`src/rtl/clk_fwd_tx.sv`:
```
// clk_fwd_tx: generates a forwarded clock from clk and drives it off-chip through OBUFDS.
// Optional macro CLK_FWD_CNT_EN adds the completed-period counter output fwd_cnt.
module clk_fwd_tx #(
  parameter int DIV_A      = 2,
  parameter int DIV_B      = 5,
  parameter     IOSTANDARD = "DEFAULT",
  parameter int CNT_W      = 16
) (
  input  logic clk,
  input  logic rst,
  input  logic en,
  input  logic sel,
  output logic running,
  output logic sel_active,
  output logic clk_fwd_p,
  output logic clk_fwd_n
`ifdef CLK_FWD_CNT_EN
  ,
  output logic [CNT_W-1:0] fwd_cnt
`endif
);

  localparam int MAX_DIV = (DIV_A > DIV_B) ? DIV_A : DIV_B;
  localparam int HW      = (MAX_DIV > 1) ? $clog2(MAX_DIV) : 1;

  if (DIV_A < 1 || DIV_B < 1) begin : g_bad_div
    $error("clk_fwd_tx: DIV_A and DIV_B must both be >= 1");
  end
  if (CNT_W < 1) begin : g_bad_cnt_w
    $error("clk_fwd_tx: CNT_W must be >= 1");
  end

  typedef enum logic [0:0] {IDLE = 1'b0, RUN = 1'b1} state_t;

  state_t        state_q, state_d;
  logic          ph_q, ph_d;
  logic [HW-1:0] hc_q, hc_d;
  logic          cur_sel_q, cur_sel_d;
  logic [HW-1:0] half_m1;

  // en is a level request, not a handshake: it and sel are only looked at
  // when idle or at the end of a low half, so every period is always whole.
  assign half_m1 = cur_sel_q ? HW'(DIV_B - 1) : HW'(DIV_A - 1);

  always_ff @(posedge clk) begin
    if (rst) begin
      state_q   <= IDLE;
      ph_q      <= 1'b0;
      hc_q      <= '0;
      cur_sel_q <= 1'b0;
    end else begin
      state_q   <= state_d;
      ph_q      <= ph_d;
      hc_q      <= hc_d;
      cur_sel_q <= cur_sel_d;
    end
  end

  always_comb begin
    state_d   = state_q;
    ph_d      = ph_q;
    hc_d      = hc_q;
    cur_sel_d = cur_sel_q;
    case (state_q)
      IDLE: begin
        ph_d = 1'b0;
        hc_d = '0;
        if (en) begin
          state_d   = RUN;
          cur_sel_d = sel;
          ph_d      = 1'b1;
        end
      end
      RUN: begin
        if (hc_q != half_m1) begin
          hc_d = hc_q + HW'(1);
        end else begin
          hc_d = '0;
          if (ph_q) begin
            ph_d = 1'b0;
          end else if (en) begin
            ph_d      = 1'b1;
            cur_sel_d = sel;
          end else begin
            state_d = IDLE;
          end
        end
      end
      default: begin
        state_d = IDLE;
        ph_d    = 1'b0;
        hc_d    = '0;
      end
    endcase
  end

  assign running    = (state_q == RUN);
  assign sel_active = cur_sel_q;

`ifdef CLK_FWD_CNT_EN
  logic             period_end;
  logic [CNT_W-1:0] cnt_q;

  // Last cycle of a low half in RUN: the period boundary, whether or not we stop.
  assign period_end = (state_q == RUN) && !ph_q && (hc_q == half_m1);

  always_ff @(posedge clk) begin
    if (rst) begin
      cnt_q <= '0;
    end else if (period_end) begin
      cnt_q <= cnt_q + CNT_W'(1);
    end
  end

  assign fwd_cnt = cnt_q;
`endif

  OBUFDS #(
    .IOSTANDARD(IOSTANDARD)
  ) u_obufds (
    .O (clk_fwd_p),
    .OB(clk_fwd_n),
    .I (ph_q)
  );

endmodule

// Behavioural stand-in for the vendor OBUFDS primitive; the vendor library
// model replaces it in implementation flows.
module OBUFDS #(
  parameter IOSTANDARD = "DEFAULT"
) (
  output logic O,
  output logic OB,
  input  logic I
);

  if ($bits(IOSTANDARD) < 8) begin : g_bad_std
    $error("OBUFDS: IOSTANDARD must be a non-empty string");
  end

  assign O  = I;
  assign OB = ~I;

endmodule
```
`config.mk`:
```
export PLATFORM = sky130hd
export DESIGN_NAME = clk_fwd_tx
export DESIGN_NICKNAME = d
export VERILOG_FILES = /design/src/rtl/clk_fwd_tx.sv
export SDC_FILE = /design/constraint.sdc
export NUM_CORES = 1
export LEC_CHECK = 0
export ABC_AREA = 1
export CAP_MARGIN = 20
export CORE_AREA = 5 5 42 44
export DETAILED_ROUTE_END_ITERATION = 10
export DIE_AREA = 0 0 47 49
export GPL_ROUTABILITY_DRIVEN = 0
export SETUP_SLACK_MARGIN = 0.3
export SYNTH_ARGS = -nofsm -noshare
export SYNTH_HDL_FRONTEND = slang
export SYNTH_SLANG_ARGS = --single-unit
```
`constraint.sdc`:
```
create_clock -name clk -period 1 [get_ports clk]
set_input_delay 0.2 -clock clk [delete_from_list [all_inputs] [get_ports clk]]
set_output_delay 0.2 -clock clk [all_outputs]
set_load 0.005 [all_outputs]
```
==> reports/results.ini, run 1 <==
[placement]
port_buffers=7
placed_area_sq_um=403
dp.cells=62
dp_hpwl_um=416

[power]
clock_power_share_pct=32.5
p_int_uw=498
ir_drop_v=0.000830
leakage_nw=0.220
seq_power_share_pct=41.1
p_comb_share_pct=26.3
p_sw_uw=180
switching_share_pct=26.6
p_per_area_nw_per_um2=1350

[critical_path]
path_cells=clkdlybuf4s50_1, a21boi_4, nand3_1, o21ai_2
start_kind=primary input
worstPathRequired_ps=1170
cpPeakStageDelay_ps=500
criticalPathCategory=in -> reg
path_max_fanout=3
endpoint_kind=flop
reg2reg_depth=7
critPathArrivalTime_ps=1130
slowest_stage=clkdlybuf4s50_1

[timing]
timing.final.hold_violations=0
setup_viol=0
clock_skew_ps=5.60
min_period_ps=966
slew_violations=0
fmax_mhz=1040
slew_headroom_pct=89.5
worst_pin_slew_ps=158
rsz0062_at_grt=yes
post-route-period-util_pct=96.6

[logic_synthesis]
synth_area_leaders=dfxtp_1, inv_1, nand3_2
syn_avg_cell_area_sq_um=7.91
ys.flop_type=dfxtp_1
synth_edf_count=0
synthDominantCellAreaShare_pct=44.7
syn-instance-count=34
synth_warnings=0
synth_commonest_cells=dfxtp_1, inv_1, nor2_1
ys_types=13
async_flop_share_pct=0
ys_seq_elements=6
seq_area_frac_synth_pct=44.7
synth_nets=39
syn-cell-area_sq_um=269
synth_top_cell_by_area=dfxtp_1

[clock_network]
cts-buffers-inserted=3
ctsHoldBuffers=0
clock_latency_ps=240
clk_pin_slew_ps=40
cts_tree=done
cts_sinks=6
clockBufferDepth=2
root_buffer=clkbuf_4
h-tree-depth=1

[worst_hold_path]
hold_depth=2
min_path_type=reg -> reg

[floorplanning]
core_area_sq_um=1400
io-pin-count=8
dieArea_sq_um=2300
chipWidth_um=47
initial_core_util_pct=19.2
die_y_um=49
fp-row-count=14

[grt]
track_usage_pct=6.92
antenna_found_initial=0
grt_max_degree=6
grt_pass1_wl_mm=1.10
grt-ovfl-total=0
grt_pass1_vias=264

[run]
drv_cap=0

[finish]
nets=60
drive_above_1_share_pct=75.5
n_antenna_cell=0
syn_to_final_growth_pct=86.0
num-fill-cells=158
multiInputGateArea_sq_um=166
final_cells=69
stdcell_area_sq_um=500
seq_area_sq_um=131

[route]
drc=0
drtPass1Iterations=2
wl_per_cell_um=9.17
drt-initial-drc-count=2
avgViaCountPerCell=4.00
via_count=276
finalWirelength_um=633
ant_nets=0

[status]
status=finished, final reports clean

[power by group through the flow]
| stage | logic [mW] | registers [mW] | clock network [mW] |
|---|---|---|---|
| final | 0.178 | 0.279 | 0.221 |
| after floorplan | 0.0538 | 0.284 | 0 |
| after CTS | 0.155 | 0.277 | 0.242 |
| after global routing | 0.197 | 0.283 | 0.258 |
| after detailed placement | 0.147 | 0.280 | 0 |
| after global placement | 0.146 | 0.280 | 0 |
[per-stage QoR]
stage	hold slack, ps	power (mW)	utilization [%]	TNS (ps)	setup slack [ps]
after CTS	438	0.675	31.7	0	72.1
after global placement	424	0.426	28.7	-755	-240
final	527	0.678	35.7	0	34.1
after global routing	546	0.738	35.7	-18.7	-18.7
after detailed placement	433	0.427	28.7	-812	-270
after floorplan	298	0.338	-	0	114
[worst max-delay path: cells and delay by family]
| kind | cells | cell delay [ps] |
|---|---|---|
| buffers and inverters | 1 | 500 |
| and+or+nand+nor | 1 | 130 |
| AOI/OAI and AO/OA | 2 | 300 |
[kinds of logic (layout without fill, tap and decap cells)]
logic type               count (synthesis)  count (layout)  share of synthesized area, %
AO/OA/AOI/OAI                            5               5                          10.2
XOR/XNOR                                 1               1                          3.26
adder cells (fa/ha/maj)                  1               1                          4.65
buffers and inverters                    8              27                          11.2
flip-flops                               6               6                          44.7
AND/OR/NAND/NOR                         13              13                          26.0
[placed cells by master, fill, tap and decap left out, drive strengths merged]
| master | netlist | final |
|---|---|---|
| o21ai | 2 | 2 |
| nand2 | 4 | 4 |
| inv | 8 | 8 |
| clkdlybuf4s50 | 0 | 3 |
| nor2 | 4 | 4 |
| a21boi | 1 | 1 |
| xnor2 | 1 | 1 |
| dfxtp | 6 | 6 |
| a21oi | 2 | 2 |
| nand3 | 5 | 5 |
| clkbuf | 0 | 3 |
| ha | 1 | 1 |
| buf | 0 | 13 |
[cell type report]
cell class / instances / share of cell area [%]
Multi-Input combinational cell: 20 / 33.3
Sequential cell: 6 / 26.3
Timing Repair Buffer: 16 / 26.0
Inverter: 8 / 6.00
Clock buffer: 3 / 4.50
Tap cell: 16 / 4.00
[sequential cells by signal (all words and copies together) (netlist names)]
name and flops:
hc_q 3, running 1, sel_active 1, ph_q 1
[what timing repair did]
item                                    4_1_cts  5_1_grt
endpoints found under the setup margin       10       10
pin swaps                                     0        5
buffers inserted                              2        2
resized for setup                            23       12
[worst paths after layout]
| path | startpoint | slack, ps | endpoint |
|---|---|---|---|
| worst min register to register | hc_q[0]$_SDFF_PP0_ | 530 | hc_q[0]$_SDFF_PP0_ |
| worst max register to register | hc_q[2]$_SDFF_PP0_ | 70 | ph_q$_SDFFE_PP0P_ |
| worst max-delay path | en | 30 | ph_q$_SDFFE_PP0P_ |
| worst min-delay path | hc_q[0]$_SDFF_PP0_ | 530 | hc_q[0]$_SDFF_PP0_ |
[layer usage]
layer  GRT usage, %  wire length [um]  vias to the layer above
met5              0                 0                        -
met1           7.96               253                      124
li1               -                 -                      145
met2           9.50               326                        7
met4              0                 0                        0
met3           7.38                54                        0
No activity file was read; power rests on OpenSTA's default activity.
==> run 2, diff against run 1 <==
Settings changed: CELL_PAD_IN_SITES_DETAIL_PLACEMENT set to 0, CELL_PAD_IN_SITES_GLOBAL_PLACEMENT set to 2, CORE_AREA 5 5 42 44 to not set, CORE_MARGIN set to 5, CORE_UTILIZATION set to 20, DIE_AREA 0 0 47 49 to not set, PLACE_DENSITY_LB_ADDON set to 0.1.
==> reports/results.ini, run 2 (synthesized netlist as in run 1, its figures left out) <==
[finish]
final_cell_mix=buf_4, dfxtp_2, buf_6  ; was buf_4, inv_2, nand3_2
seq_area_sq_um=126  ; was 131 sq um
stdcell_area_sq_um=493  ; was 500 sq um
layout_commonest_cell=buf_4  ; unchanged
final_cells=68  ; was 69
n_antenna_cell=0  ; unchanged
syn_to_final_growth_pct=83.3  ; was 86.0%
drive_above_1_share_pct=66.0  ; was 75.5%
max_flop_register=hc_q  ; unchanged
nets=60  ; unchanged
num-fill-cells=129  ; was 158
multiInputGateArea_sq_um=151  ; was 166 sq um
largest_register_ffs=3  ; unchanged
post-route-util_pct=38.4  ; was 35.7%

[run]
drv_cap=0  ; unchanged

[critical_path]
worstPathRequired_ps=800  ; was 1170 ps
criticalPathCategory=reg -> out  ; was in -> reg
path_max_fanout=2  ; was 3
reg2reg_depth=9  ; was 7
r2r-end=sel_active$_SDFFE_PP0P_  ; was ph_q$_SDFFE_PP0P_
start_kind=flop  ; was primary input
regToRegSetupSlack_ps=30  ; was 70 ps
endpoint_kind=primary output  ; was flop
critPathCapture=sel_active  ; was ph_q$_SDFFE_PP0P_
critPathArrivalTime_ps=790  ; was 1130 ps
crit_start=sel_active$_SDFFE_PP0P_  ; was en
r2r-start=sel_active$_SDFFE_PP0P_  ; was hc_q[2]$_SDFF_PP0_

[grt]
grt_max_degree=6  ; unchanged
grt_pass1_vias=245  ; was 264
grt_pass1_wl_um=924  ; was 1.10 mm
grt-ovfl-total=0  ; unchanged
track_usage_pct=6.38  ; was 6.92%
antenna_found_initial=0  ; unchanged

[clock_network]
cts-buffers-inserted=3  ; unchanged
cts_tree=done  ; unchanged
h-tree-depth=1  ; unchanged
cts_sinks=6  ; unchanged
clockBufferDepth=2  ; unchanged
clock_latency_ps=240  ; about the same
ctsHoldBuffers=0  ; unchanged
root_buffer=clkbuf_4  ; unchanged
clk_pin_slew_ps=50  ; was 40 ps

[timing]
rsz0062_at_grt=yes  ; unchanged
clock_skew_ps=2.65  ; was 5.60 ps
slew_violations=0  ; unchanged
post-route-period-util_pct=98.9  ; was 96.6%
setup_viol=0  ; unchanged
worst_pin_slew_ps=201  ; was 158 ps
whs_ps=453  ; was 527 ps
slew_headroom_pct=86.5  ; was 89.5%
fin_ws_ps=10.6  ; was 34.1 ps
fmax_mhz=1010  ; was 1040 MHz
min_period_ps=989  ; was 966 ps
timing.final.hold_violations=0  ; unchanged

[floorplanning]
chipWidth_um=46.7  ; was 47 um
io-pin-count=8  ; unchanged
fp-row-count=13  ; was 14
dieArea_sq_um=2180  ; was 2300 sq um
die_y_um=46.7  ; was 49 um
initial_core_util_pct=20.9  ; was 19.2%
core_area_sq_um=1280  ; was 1400 sq um

[placement]
placed_area_sq_um=402  ; was 403 sq um
place_ws_ps=-246  ; was -270 ps
port_buffers=7  ; unchanged
dp.cells=61  ; was 62

[route]
wl_per_cell_um=8.99  ; was 9.17 um
drtPass1Iterations=3  ; was 2
finalWirelength_um=611  ; was 633 um
drc=0  ; unchanged
drt-initial-drc-count=1  ; was 2
avgViaCountPerCell=4.06  ; was 4.00
via_count=276  ; unchanged
ant_nets=0  ; unchanged

[power]
ir_drop_v=0.000576  ; was 0.000830 V
leakage_nw=0.215  ; was 0.220 nW
p_per_area_nw_per_um2=1420  ; was 1350 nW/um^2

[worst_hold_path]
min_path_type=reg -> reg  ; unchanged

[status]
status=finished, final reports clean  ; unchanged

[run 2: cell counts in the layout (fill, tap and decap cells not counted)]
Identical to the previous run, type by type.
[run 2: critical path: stages, from the launching register on]
cell	delay, ps
dfxtp_2	320
buf_4	130
buf_6	100
[run 2: layout make-up]
type | instances | share of cell area [%]
clock buffer | 3 | 4.57
inverter | 8 | 6.09
multi-input combinational | 20 | 30.7
sequential | 6 | 25.6
tap | 15 | 3.81
timing repair buffer | 16 | 29.2
[run 2: through the flow]
stage	power (mW)	setup TNS, ps
6_report	0.700	0
5_1_grt	0.742	-105
4_1_cts	0.672	-39.6
3_5_place_dp	0.427	-794
3_3_place_gp	0.424	-797
2_1_floorplan	0.338	0
[run 2: how the worst min path moves through the flow]
| stage | from | endpoint | slack, ps | cells after the start |
|---|---|---|---|---|
| final | hc_q[0]$_SDFF_PP0_ | hc_q[0]$_SDFF_PP0_ | 450 | 1 |
| after global routing | hc_q[0]$_SDFF_PP0_ | hc_q[0]$_SDFF_PP0_ | 460 | 1 |
| after CTS | hc_q[0]$_SDFF_PP0_ | hc_q[0]$_SDFF_PP0_ | 460 | 1 |
| after detailed placement | hc_q[0]$_SDFF_PP0_ | hc_q[0]$_SDFF_PP0_ | 440 | 1 |
| after global placement | hc_q[0]$_SDFF_PP0_ | hc_q[0]$_SDFF_PP0_ | 420 | 1 |
| after floorplan | rst | running$_SDFF_PP0_ | 300 | 1 |
[run 2: power by group]
group	switching, mW	internal, mW	total, mW
logic	0.0797	0.117	0.197
clock network	0.0875	0.136	0.223
registers	0.0166	0.263	0.279
[run 2: per-layer routing]
| metal | vias to the layer above | wire length [um] | GRT usage [%] | share of wire (%) |
|---|---|---|---|---|
| li1 | 146 | - | - | - |
| met1 | 123 | 283 | 8.76 | 46 |
| met2 | 7 | 277 | 7.69 | 45 |
| met3 | 0 | 51 | 3.52 | 8.3 |
| met4 | 0 | 0 | 3.31 | 0 |
| met5 | - | 0 | 0 | 0 |
[run 2: repair_timing]
item / 4_1_cts / 5_1_grt
cloned: 0 / 0
resized for setup: 25 / 7
endpoints found under the setup margin: 10 / 10
pin swaps: 4 / 5
buffers inserted: 2 / 2
